### src/rtl/hdmi_vtg_pkg.sv
// hdmi_vtg_pkg: shared constants for the HDMI video timing generator.
// Holds the pattern codes, the colour-bar lookup and the mode timing presets.
package hdmi_vtg_pkg;

  localparam logic [1:0] PAT_BARS  = 2'd0;
  localparam logic [1:0] PAT_CHECK = 2'd1;
  localparam logic [1:0] PAT_GRAD  = 2'd2;
  localparam logic [1:0] PAT_SOLID = 2'd3;

  // 1280x720 @ 60 Hz
  localparam int P720_H_ACTIVE = 1280;
  localparam int P720_H_FP     = 110;
  localparam int P720_H_SYNC   = 40;
  localparam int P720_H_BP     = 220;
  localparam int P720_V_ACTIVE = 720;
  localparam int P720_V_FP     = 5;
  localparam int P720_V_SYNC   = 5;
  localparam int P720_V_BP     = 20;
  localparam bit P720_HS_POL   = 1'b1;
  localparam bit P720_VS_POL   = 1'b1;

  // 640x480 @ 60 Hz
  localparam int P480_H_ACTIVE = 640;
  localparam int P480_H_FP     = 16;
  localparam int P480_H_SYNC   = 96;
  localparam int P480_H_BP     = 48;
  localparam int P480_V_ACTIVE = 480;
  localparam int P480_V_FP     = 10;
  localparam int P480_V_SYNC   = 2;
  localparam int P480_V_BP     = 33;
  localparam bit P480_HS_POL   = 1'b0;
  localparam bit P480_VS_POL   = 1'b0;

  // {R,G,B} on/off per bar: white, yellow, cyan, green,
  // magenta, red, blue, black.
  function automatic logic [2:0] bar_color(input logic [2:0] idx);
    logic [2:0] c;
    c = 3'b000;
    case (idx)
      3'd0:    c = 3'b111;
      3'd1:    c = 3'b110;
      3'd2:    c = 3'b011;
      3'd3:    c = 3'b010;
      3'd4:    c = 3'b101;
      3'd5:    c = 3'b100;
      3'd6:    c = 3'b001;
      default: c = 3'b000;
    endcase
    return c;
  endfunction

endpackage

### src/rtl/hdmi_pattern_gen.sv
// hdmi_pattern_gen: tracks the pattern x coordinate and bar index per line
// and produces the unregistered pixel colour for the latched pattern.
// Ports: clk_in/reset, h_act (pixel advance), line_end, frame_end, v_cnt,
// pat (latched pattern), solid_rgb, rgb (combinational {R,G,B}).
// HDMI_VTG_SCROLL_EN adds a per-frame horizontal scroll offset.
module hdmi_pattern_gen
  import hdmi_vtg_pkg::*;
#(
  parameter int H_ACTIVE   = 1280,
  parameter int COLOR_BITS = 8,
  parameter int CHECK_LOG2 = 5,
  parameter int VW         = 10
) (
  input  logic                    clk_in,
  input  logic                    reset,
  input  logic                    h_act,
  input  logic                    line_end,
  input  logic                    frame_end,
  input  logic [VW-1:0]           v_cnt,
  input  logic [1:0]              pat,
  input  logic [3*COLOR_BITS-1:0] solid_rgb,
  output logic [3*COLOR_BITS-1:0] rgb
);

  localparam int PXW   = $clog2(H_ACTIVE);
  localparam int BAR_W = H_ACTIVE / 8;
  localparam int XW0   = (PXW > COLOR_BITS) ? PXW : COLOR_BITS;
  localparam int XW    = (XW0 > CHECK_LOG2) ? XW0 : CHECK_LOG2 + 1;
  localparam int YW0   = (VW > COLOR_BITS) ? VW : COLOR_BITS;
  localparam int YW    = (YW0 > CHECK_LOG2) ? YW0 : CHECK_LOG2 + 1;

  localparam logic [PXW-1:0] X_LAST   = PXW'(H_ACTIVE - 1);
  localparam logic [PXW-1:0] POS_LAST = PXW'(BAR_W - 1);

  // x coordinate with its bar index and position inside the bar
  typedef struct packed {
    logic [PXW-1:0] x;
    logic [2:0]     idx;
    logic [PXW-1:0] pos;
  } track_t;

  // Advance one pixel; bar 7 absorbs the remainder pixels,
  // and x wraps to bar 0 at the end of the active width.
  function automatic track_t step(input track_t t);
    track_t n;
    n = t;
    if (t.x == X_LAST) begin
      n = '0;
    end else begin
      n.x = t.x + 1'b1;
      if (t.idx != 3'd7) begin
        if (t.pos == POS_LAST) begin
          n.idx = t.idx + 3'd1;
          n.pos = '0;
        end else begin
          n.pos = t.pos + 1'b1;
        end
      end
    end
    return n;
  endfunction

  track_t cur;

`ifdef HDMI_VTG_SCROLL_EN
  track_t off;

  always_ff @(posedge clk_in) begin
    if (reset) begin
      off <= '0;
    end else if (frame_end) begin
      off <= step(off);
    end
  end

  // Line start reloads from the offset that the next line will use.
  always_ff @(posedge clk_in) begin
    if (reset) begin
      cur <= '0;
    end else if (line_end) begin
      cur <= frame_end ? step(off) : off;
    end else if (h_act) begin
      cur <= step(cur);
    end
  end
`else
  always_ff @(posedge clk_in) begin
    if (reset) begin
      cur <= '0;
    end else if (line_end) begin
      cur <= '0;
    end else if (h_act) begin
      cur <= step(cur);
    end
  end
`endif

  logic [XW-1:0]         pxe;
  logic [YW-1:0]         vye;
  logic [2:0]            bar;
  logic                  chk;
  logic [COLOR_BITS-1:0] gr;
  logic [COLOR_BITS-1:0] gg;
  logic                  unused_ok;

  assign pxe = XW'(cur.x);
  assign vye = YW'(v_cnt);
  assign bar = bar_color(cur.idx);
  assign chk = pxe[CHECK_LOG2] ^ vye[CHECK_LOG2];
  assign gr  = pxe[COLOR_BITS-1:0];
  assign gg  = vye[COLOR_BITS-1:0];

  assign unused_ok = ^{frame_end, pxe, vye};

  always_comb begin
    rgb = '0;
    unique case (pat)
      PAT_BARS:  rgb = {{COLOR_BITS{bar[2]}},
                        {COLOR_BITS{bar[1]}},
                        {COLOR_BITS{bar[0]}}};
      PAT_CHECK: rgb = {(3*COLOR_BITS){chk}};
      PAT_GRAD:  rgb = {gr, gg, gr ^ gg};
      PAT_SOLID: rgb = solid_rgb;
      default:   rgb = '0;
    endcase
  end

endmodule

### src/rtl/hdmi_video_timing_gen.sv
// hdmi_video_timing_gen: video timing counters, sync decode, frame-latched
// pattern select and registered HDMI pin outputs (1-cycle latency).
// Ports: clk_in, reset (sync, active-high), pattern_sel, solid_rgb ->
// hsync, vsync, data_enable, rgb_data {R,G,B}, frame_start.
// HDMI_VTG_SCROLL_EN enables the horizontal scroll of the test pattern.
module hdmi_video_timing_gen
  import hdmi_vtg_pkg::*;
#(
  parameter int H_ACTIVE   = P720_H_ACTIVE,
  parameter int H_FP       = P720_H_FP,
  parameter int H_SYNC     = P720_H_SYNC,
  parameter int H_BP       = P720_H_BP,
  parameter int V_ACTIVE   = P720_V_ACTIVE,
  parameter int V_FP       = P720_V_FP,
  parameter int V_SYNC     = P720_V_SYNC,
  parameter int V_BP       = P720_V_BP,
  parameter bit HS_POL     = P720_HS_POL,
  parameter bit VS_POL     = P720_VS_POL,
  parameter int COLOR_BITS = 8,
  parameter int CHECK_LOG2 = 5
) (
  input  logic                    clk_in,
  input  logic                    reset,
  input  logic [1:0]              pattern_sel,
  input  logic [3*COLOR_BITS-1:0] solid_rgb,
  output logic                    hsync,
  output logic                    vsync,
  output logic                    data_enable,
  output logic [3*COLOR_BITS-1:0] rgb_data,
  output logic                    frame_start
);

  localparam int H_TOTAL = H_ACTIVE + H_FP + H_SYNC + H_BP;
  localparam int V_TOTAL = V_ACTIVE + V_FP + V_SYNC + V_BP;
  localparam int HW      = $clog2(H_TOTAL);
  localparam int VW      = $clog2(V_TOTAL);
  localparam int HS_ON   = H_ACTIVE + H_FP;
  localparam int HS_OFF  = HS_ON + H_SYNC;
  localparam int VS_ON   = V_ACTIVE + V_FP;
  localparam int VS_OFF  = VS_ON + V_SYNC;

  logic [HW-1:0] h_cnt;
  logic [VW-1:0] v_cnt;
  logic [1:0]    pat;
  int            hc;
  int            vc;
  logic          line_end;
  logic          v_end;
  logic          frame_end;
  logic          h_act;
  logic          active;
  logic          hs_on;
  logic          vs_on;
  logic [3*COLOR_BITS-1:0] pix;

  assign hc        = int'(h_cnt);
  assign vc        = int'(v_cnt);
  assign line_end  = (hc == H_TOTAL - 1);
  assign v_end     = (vc == V_TOTAL - 1);
  assign frame_end = line_end & v_end;
  assign h_act     = (hc < H_ACTIVE);
  assign active    = h_act & (vc < V_ACTIVE);
  assign hs_on     = (hc >= HS_ON) & (hc < HS_OFF);
  assign vs_on     = (vc >= VS_ON) & (vc < VS_OFF);

  always_ff @(posedge clk_in) begin
    if (reset) begin
      h_cnt <= '0;
      v_cnt <= '0;
    end else if (line_end) begin
      h_cnt <= '0;
      v_cnt <= v_end ? '0 : v_cnt + 1'b1;
    end else begin
      h_cnt <= h_cnt + 1'b1;
    end
  end

  // Pattern only changes on the frame wrap, so a frame is never mixed.
  always_ff @(posedge clk_in) begin
    if (reset || frame_end) begin
      pat <= pattern_sel;
    end
  end

  hdmi_pattern_gen #(
    .H_ACTIVE   (H_ACTIVE),
    .COLOR_BITS (COLOR_BITS),
    .CHECK_LOG2 (CHECK_LOG2),
    .VW         (VW)
  ) u_pat (
    .clk_in    (clk_in),
    .reset     (reset),
    .h_act     (h_act),
    .line_end  (line_end),
    .frame_end (frame_end),
    .v_cnt     (v_cnt),
    .pat       (pat),
    .solid_rgb (solid_rgb),
    .rgb       (pix)
  );

  always_ff @(posedge clk_in) begin
    if (reset) begin
      hsync       <= ~HS_POL;
      vsync       <= ~VS_POL;
      data_enable <= 1'b0;
      rgb_data    <= '0;
      frame_start <= 1'b0;
    end else begin
      hsync       <= hs_on ? HS_POL : ~HS_POL;
      vsync       <= vs_on ? VS_POL : ~VS_POL;
      data_enable <= active;
      rgb_data    <= active ? pix : '0;
      frame_start <= (hc == 0) && (vc == 0);
    end
  end

endmodule

### config.mk
export PLATFORM = sky130hd
export DESIGN_NAME = hdmi_video_timing_gen
export DESIGN_NICKNAME = d
export VERILOG_FILES = /design/src/rtl/hdmi_vtg_pkg.sv /design/src/rtl/hdmi_pattern_gen.sv /design/src/rtl/hdmi_video_timing_gen.sv
export SDC_FILE = /design/constraint.sdc
export NUM_CORES = 1
export LEC_CHECK = 0
export BUFFER_PORTS_ARGS = -buffer_cell sky130_fd_sc_hd__buf_2
export CAP_MARGIN = 20
export CORE_MARGIN = 2
export CORE_UTILIZATION = 46
export CTS_BUF_LIST = sky130_fd_sc_hd__clkbuf_8
export CTS_CLUSTER_DIAMETER = 120
export DETAILED_ROUTE_END_ITERATION = 8
export PLACE_DENSITY_LB_ADDON = 0.2
export SYNTH_ARGS = -nofsm -noshare
export SYNTH_HDL_FRONTEND = slang
export SYNTH_SLANG_ARGS = --single-unit
export TNS_END_PERCENT = 100
### constraint.sdc
create_clock -name clk_in -period 3.65 [get_ports clk_in]
set_input_delay 0.5475 -clock clk_in [delete_from_list [all_inputs] [get_ports clk_in]]
set_output_delay 0.5475 -clock clk_in [all_outputs]
set_load 0.005 [all_outputs]
== Word-level counts from Yosys, hierarchy flattened ==
Cells that the tools add are included.
Word-level totals
  register bits: 76
  output and inout port bits: 28
  memory bits (writable): 0
  memories kept: 0
  latch bits: 0
  bits in read-only memories: 0
Operators by class
  multiply operators: 0
  bitwise gates (word level): 7
  div/mod/pow operators: 0
  equality and inequality tests: 14
  shift operators: 0
  reduce and logical (&&, ||, !) cells: 12
  order comparisons: 6
  multiplexer cells: 9
  $add $sub $neg: 5
Operators with widths (number)
  $pmux 24 s4: 1
  $logic_not 32->1: 2
  $add 11x1->11 const B: 3
  $mux 25: 1
  $lt 11x11->1 const B: 2
  $pmux 3 s7: 1
  $lt 10x10->1 const B: 2
  $mux 14: 1
  $eq 11x10->1 const B: 1
  $eq 11x11->1 const B: 1
  $eq 11x8->1 const B: 1
  $ge 11x11->1 const B: 1
  $mux 11: 1
  $add 10x1->10 const B: 1
  $eq 10x10->1 const B: 1
  $ge 10x10->1 const B: 1
  $mux 10: 1
  $eq 3x3->1 const B: 3
  $xor 8x8->8: 1
  $eq 3x2->1 const B: 2
  $and 1x1->1: 4
  $eq 2x2->1 const B: 2
  $reduce_bool 2->1: 2
  $reduce_or 2->1: 2
  other kinds (14): 15

== Logic depth before layout (Yosys ltp) ==
  depth after elaboration: 4
  depth in mapped cells: 8

== By module ==
A second synthesis with hierarchy kept.
Second synthesis, totals
  cell total of the unflattened synthesis: 447
  area total of the unflattened synthesis: 3925.0 um^2
Modules (own cells, without submodules)
  hdmi_video_timing_gen: area an instance 2011.9 um^2, instances 1, sequential area each 1041.0 um^2, cells each 207
  hdmi_pattern_gen: area an instance 1913.1 um^2, instances 1, sequential area each 500.5 um^2, cells each 240

== Worst setup path after synthesis ==
OpenSTA, ideal clock, no wires.
  path type: flip-flop to flip-flop
  start: reg h_cnt[8]
  end: reg pat[0], enable pin
  library setup time: 0.307 ns
  cell stages (with the launch flop): 5
  required time: 3.343 ns
  data arrival time: 1.460 ns
  period minus slack after synthesis: 1.767 ns
  path slack: 1.883 ns
  cell sequence: dfxtp_1 -> or4_4 -> nor3_4 -> a31o_2 -> buf_2
On the way
  cells in the longest elaborated chain, start to end: 3
RTL lines
  start, declared: RTL line hdmi_video_timing_gen.sv:42  | logic [HW-1:0] h_cnt;
  start signal, assigned: RTL line hdmi_video_timing_gen.sv:74  | h_cnt <= h_cnt + 1'b1;
  $eq 11x10->1: RTL line hdmi_video_timing_gen.sv:58  | assign line_end = (hc == H_TOTAL - 1);
  $and 1x1->1: RTL line hdmi_video_timing_gen.sv:60  | assign frame_end = line_end & v_end;
  $logic_or 1x1->1: RTL line hdmi_video_timing_gen.sv:80  | if (reset || frame_end) begin
  end signal, assigned: RTL line hdmi_video_timing_gen.sv:81  | pat <= pattern_sel;
  end, declared: RTL line hdmi_video_timing_gen.sv:44  | logic [1:0] pat;
Every way passes these cells.
A chain may end at the register's enable or synchronous reset.

== Final worst setup path ==
  start: reg h_cnt[8]
  end: reg v_cnt[9]
On the way
  cells in the longest elaborated chain, start to end: 1
RTL lines
  $eq 11x10->1: RTL line hdmi_video_timing_gen.sv:58
  end signal, assigned: RTL line hdmi_video_timing_gen.sv:72  | v_cnt <= v_end ? '0 : v_cnt + 1'b1;
  end, declared: RTL line hdmi_video_timing_gen.sv:43  | logic [VW-1:0] v_cnt;
Every way passes these cells.

==> qor.csv <==
stage,metric,value,unit
outcome,run status,"complete, no violations",
finish,final instance area,4220,sq um
finish,most frequent cells in the layout,"74 x dfxtp_1, 59 x nand2_1, 55 x buf_2",
worst_setup_path,CP peak stage delay,0.58,ns
global_routing,largest net degree at the start of global routing,28,
logic_synthesis,async set-reset flop share out of synthesis,0,%
routing,initial DRC count,117,
finish,NumNets Final,516,
timing,Setup Skew,0.0125,ns
timing,Setup Viol. Count Final,0,
logic_synthesis,largest cells by area after synthesis,"dfxtp_1 40%, nand2_1 6.0%, xnor2_1 5.9%, nor2_1 5.3%, ha_1 5.1%",
power_and_ir_drop,Final Power,1.73,mW
floorplan,core area,7730,sq um
placed_design,HPWL after detailed placement,5.66,mm
cts,cts bufs inserted,9,
logic_synthesis,Synth area leader,dfxtp_1,
finish,register area,1540,sq um
finish,multi-input logic area,2010,sq um
worst_setup_path,CP Cell Sequence,"or4_4, nor3_4, nand2_1, or3_1, a21oi_1",
timing,Final period util,59.0,%
floorplan,DIE HEIGHT,93.5,um
routing,Vias,3068,
power_and_ir_drop,pwr dens,410,nW/um^2
logic_synthesis,Ys Warns,0,
timing,worst slew pin tran,1.11,ns
timing,final max-slew violation count,0,
finish,"commonest non-fill, non-tap cell in the layout",dfxtp_1,
job,Max Cap Viol,0,
timing,Total Neg Setup Slack,0,ns
power_and_ir_drop,VDD IR max,236,uV
floorplan,row cnt,32,
cts,"Reg clk slew, reported paths",0.09,ns
floorplan,Die ar.,8750,sq um
timing,Worst slew margin,25.4,%
worst_setup_path,Startpoint Class,flop,
worst_hold_path,worst min path class,primary input to flop,
power_and_ir_drop,LEAKAGE,1.65,nW
finish,layout cells sized above 1,20.1,%
timing,Fin. Hold Viols,0,
routing,antenna-violating nets left,0,
logic_synthesis,top_reg_cell synth,dfxtp_1,
logic_synthesis,"flops & latches, synth",76,
routing,DR vias/cell,5.29,
global_routing,initial antenna violation count,0,
worst_setup_path,Top delay family on crit path,simple AND/OR/NAND/NOR gates,
timing,minimum clock period,2.16,ns
cts,worst skew pair latency,0.35,ns
logic_synthesis,Synth Net Count,472,
finish,area grow syn2layout,14.4,%
logic_synthesis,Yosys top cell area share,40.2,%
worst_setup_path,Critical Path RT,3.94,ns
placed_design,DP Area,4000,sq um
cts,htree depth,3,
timing,RSZ-0062 raised after global routing,false,
worst_setup_path,Crit path buffers/inverters,0,
cts,cts hold-fix bufs,0,
cts,clock sinks,76,
cts,PostCTS Resize Cnt,0,
placed_design,IO buf count,55,
logic_synthesis,Synth Instances,429,
logic_synthesis,"Seq/Total Area, Yosys",41.8,%
logic_synthesis,synthesized cell area,3690,sq um
routing,WL final,8.10,mm
worst_setup_path,critical path class,flop to flop,
worst_setup_path,CP Max Fanout,14,
worst_setup_path,Worst EP arrival,2.44,ns
placed_design,Post-Place Worst Slack,1.50,ns
placed_design,RePlAce Congestion,0.819,
cts,TritonCTS clock tree,yes,
global_routing,Overall Global Routing Usage,19.5,%
logic_synthesis,Yosys cell types,48,
worst_setup_path,Setup crit end kind,flop,
timing,fmax,464,MHz
floorplan,Starting Density,47.7,%
floorplan,IO Pins,56,
finish,Final Util,54.6,%
timing,final setup margin,1.50,ns
cts,Post-CTS Setup Inserts,0,
floorplan,Die Wd,93.5,um
routing,DRT Pass-1 Iters,4,
finish,n_diodes,0,
worst_setup_path,"Slowest-stage cell, CP",or4_4,
logic_synthesis,"Avg Cell Area, Syn",8.60,sq um
cts,maximum root-to-sink buffer count,2,
global_routing,vias in the first global route,2848,
logic_synthesis,Post-synth EDFFs,2,
routing,drc violations,0,
global_routing,GR Overflow Total,0,
cts,Root Buffer,clkbuf_8,
finish,fillers,711,
routing,WL/cell,14.0,um
global_routing,first-pass GRT wire length,13.5,mm
[per-stage QoR]
stage          hold WS [ns]  cells
2_1_floorplan         0.441    429
3_3_place_gp          0.465    564
3_5_place_dp          0.471    564
4_1_cts               0.361    580
5_1_grt               0.363    580
6_report              0.382    580
[worst paths after layout]
path                                          start  depth (start not counted)                    end  slack [ns]
worst min-delay path                 pattern_sel[1]                          1       pat[1]$_DFFE_PP_        0.38
worst max register to register  h_cnt[8]$_SDFF_PP0_                          5  v_cnt[9]$_SDFFE_PP0N_        1.50
worst max-delay path            h_cnt[8]$_SDFF_PP0_                          5  v_cnt[9]$_SDFFE_PP0N_        1.50
worst min register to register  h_cnt[0]$_SDFF_PP0_                          1    h_cnt[0]$_SDFF_PP0_        0.50
[sequential cells by signal, indices dropped and copies added, names as in the netlist]
signal / flops
rgb_data: 24
u_pat.cur: 14
h_cnt: 11
u_pat.pxe: 11
v_cnt: 10
pat: 2
data_enable: 1
frame_start: 1
hsync: 1
vsync: 1
[kinds of logic after synthesis]
kind of cell	share of synthesized area [%]
buffers and inverters	3.73
xor gates and xnor gates	9.50
muxes	5.12
adders and majority gates	5.09
AOI/OAI and AO/OA	12.0
and+or+nand+nor	22.7
DFF	41.8
[power by group]
group | internal [mW] | total (mW) | switching, mW | leakage (nW)
clock network | 0.382 | 0.700 | 0.317 | 0.107
logic | 0.0673 | 0.135 | 0.0676 | 0.922
registers | 0.865 | 0.894 | 0.0289 | 0.623
total | 1.31 | 1.73 | 0.414 | 1.65
[layout make-up]
type | instances | share of cell area, %
clock buffer | 9 | 2.94
inverter | 11 | 0.979
tap | 102 | 3.03
timing repair buffer | 56 | 6.70
multi-input combinational | 319 | 47.6
clock inverter | 7 | 2.20
sequential | 76 | 36.5
[layer usage]
layer,up-vias,global-route usage (%),wire length [um]
li1,1560,-,-
met2,93,32.1,3810
met5,-,0,0
met3,4,5.08,451
met4,0,5.68,56
met1,1411,25.2,3780
[synth_stat cells (all sizes together) (3+ instances only)]
master and n:
dfxtp 74, nand2 60, nor2 52, a21oi 37, xnor2 25, o21ai 17
clkbuf 16, ha 15, mux2 15, xor2 15, nand4 14, nand3 13
inv 11, buf 7, a2111oi 6, and3 6, a211oi 4, nor3 4
and2 3, nor2b 3, nor3b 3, nor4 3, o31ai 3, or3 3
No activity file was read; power rests on OpenSTA's default activity.
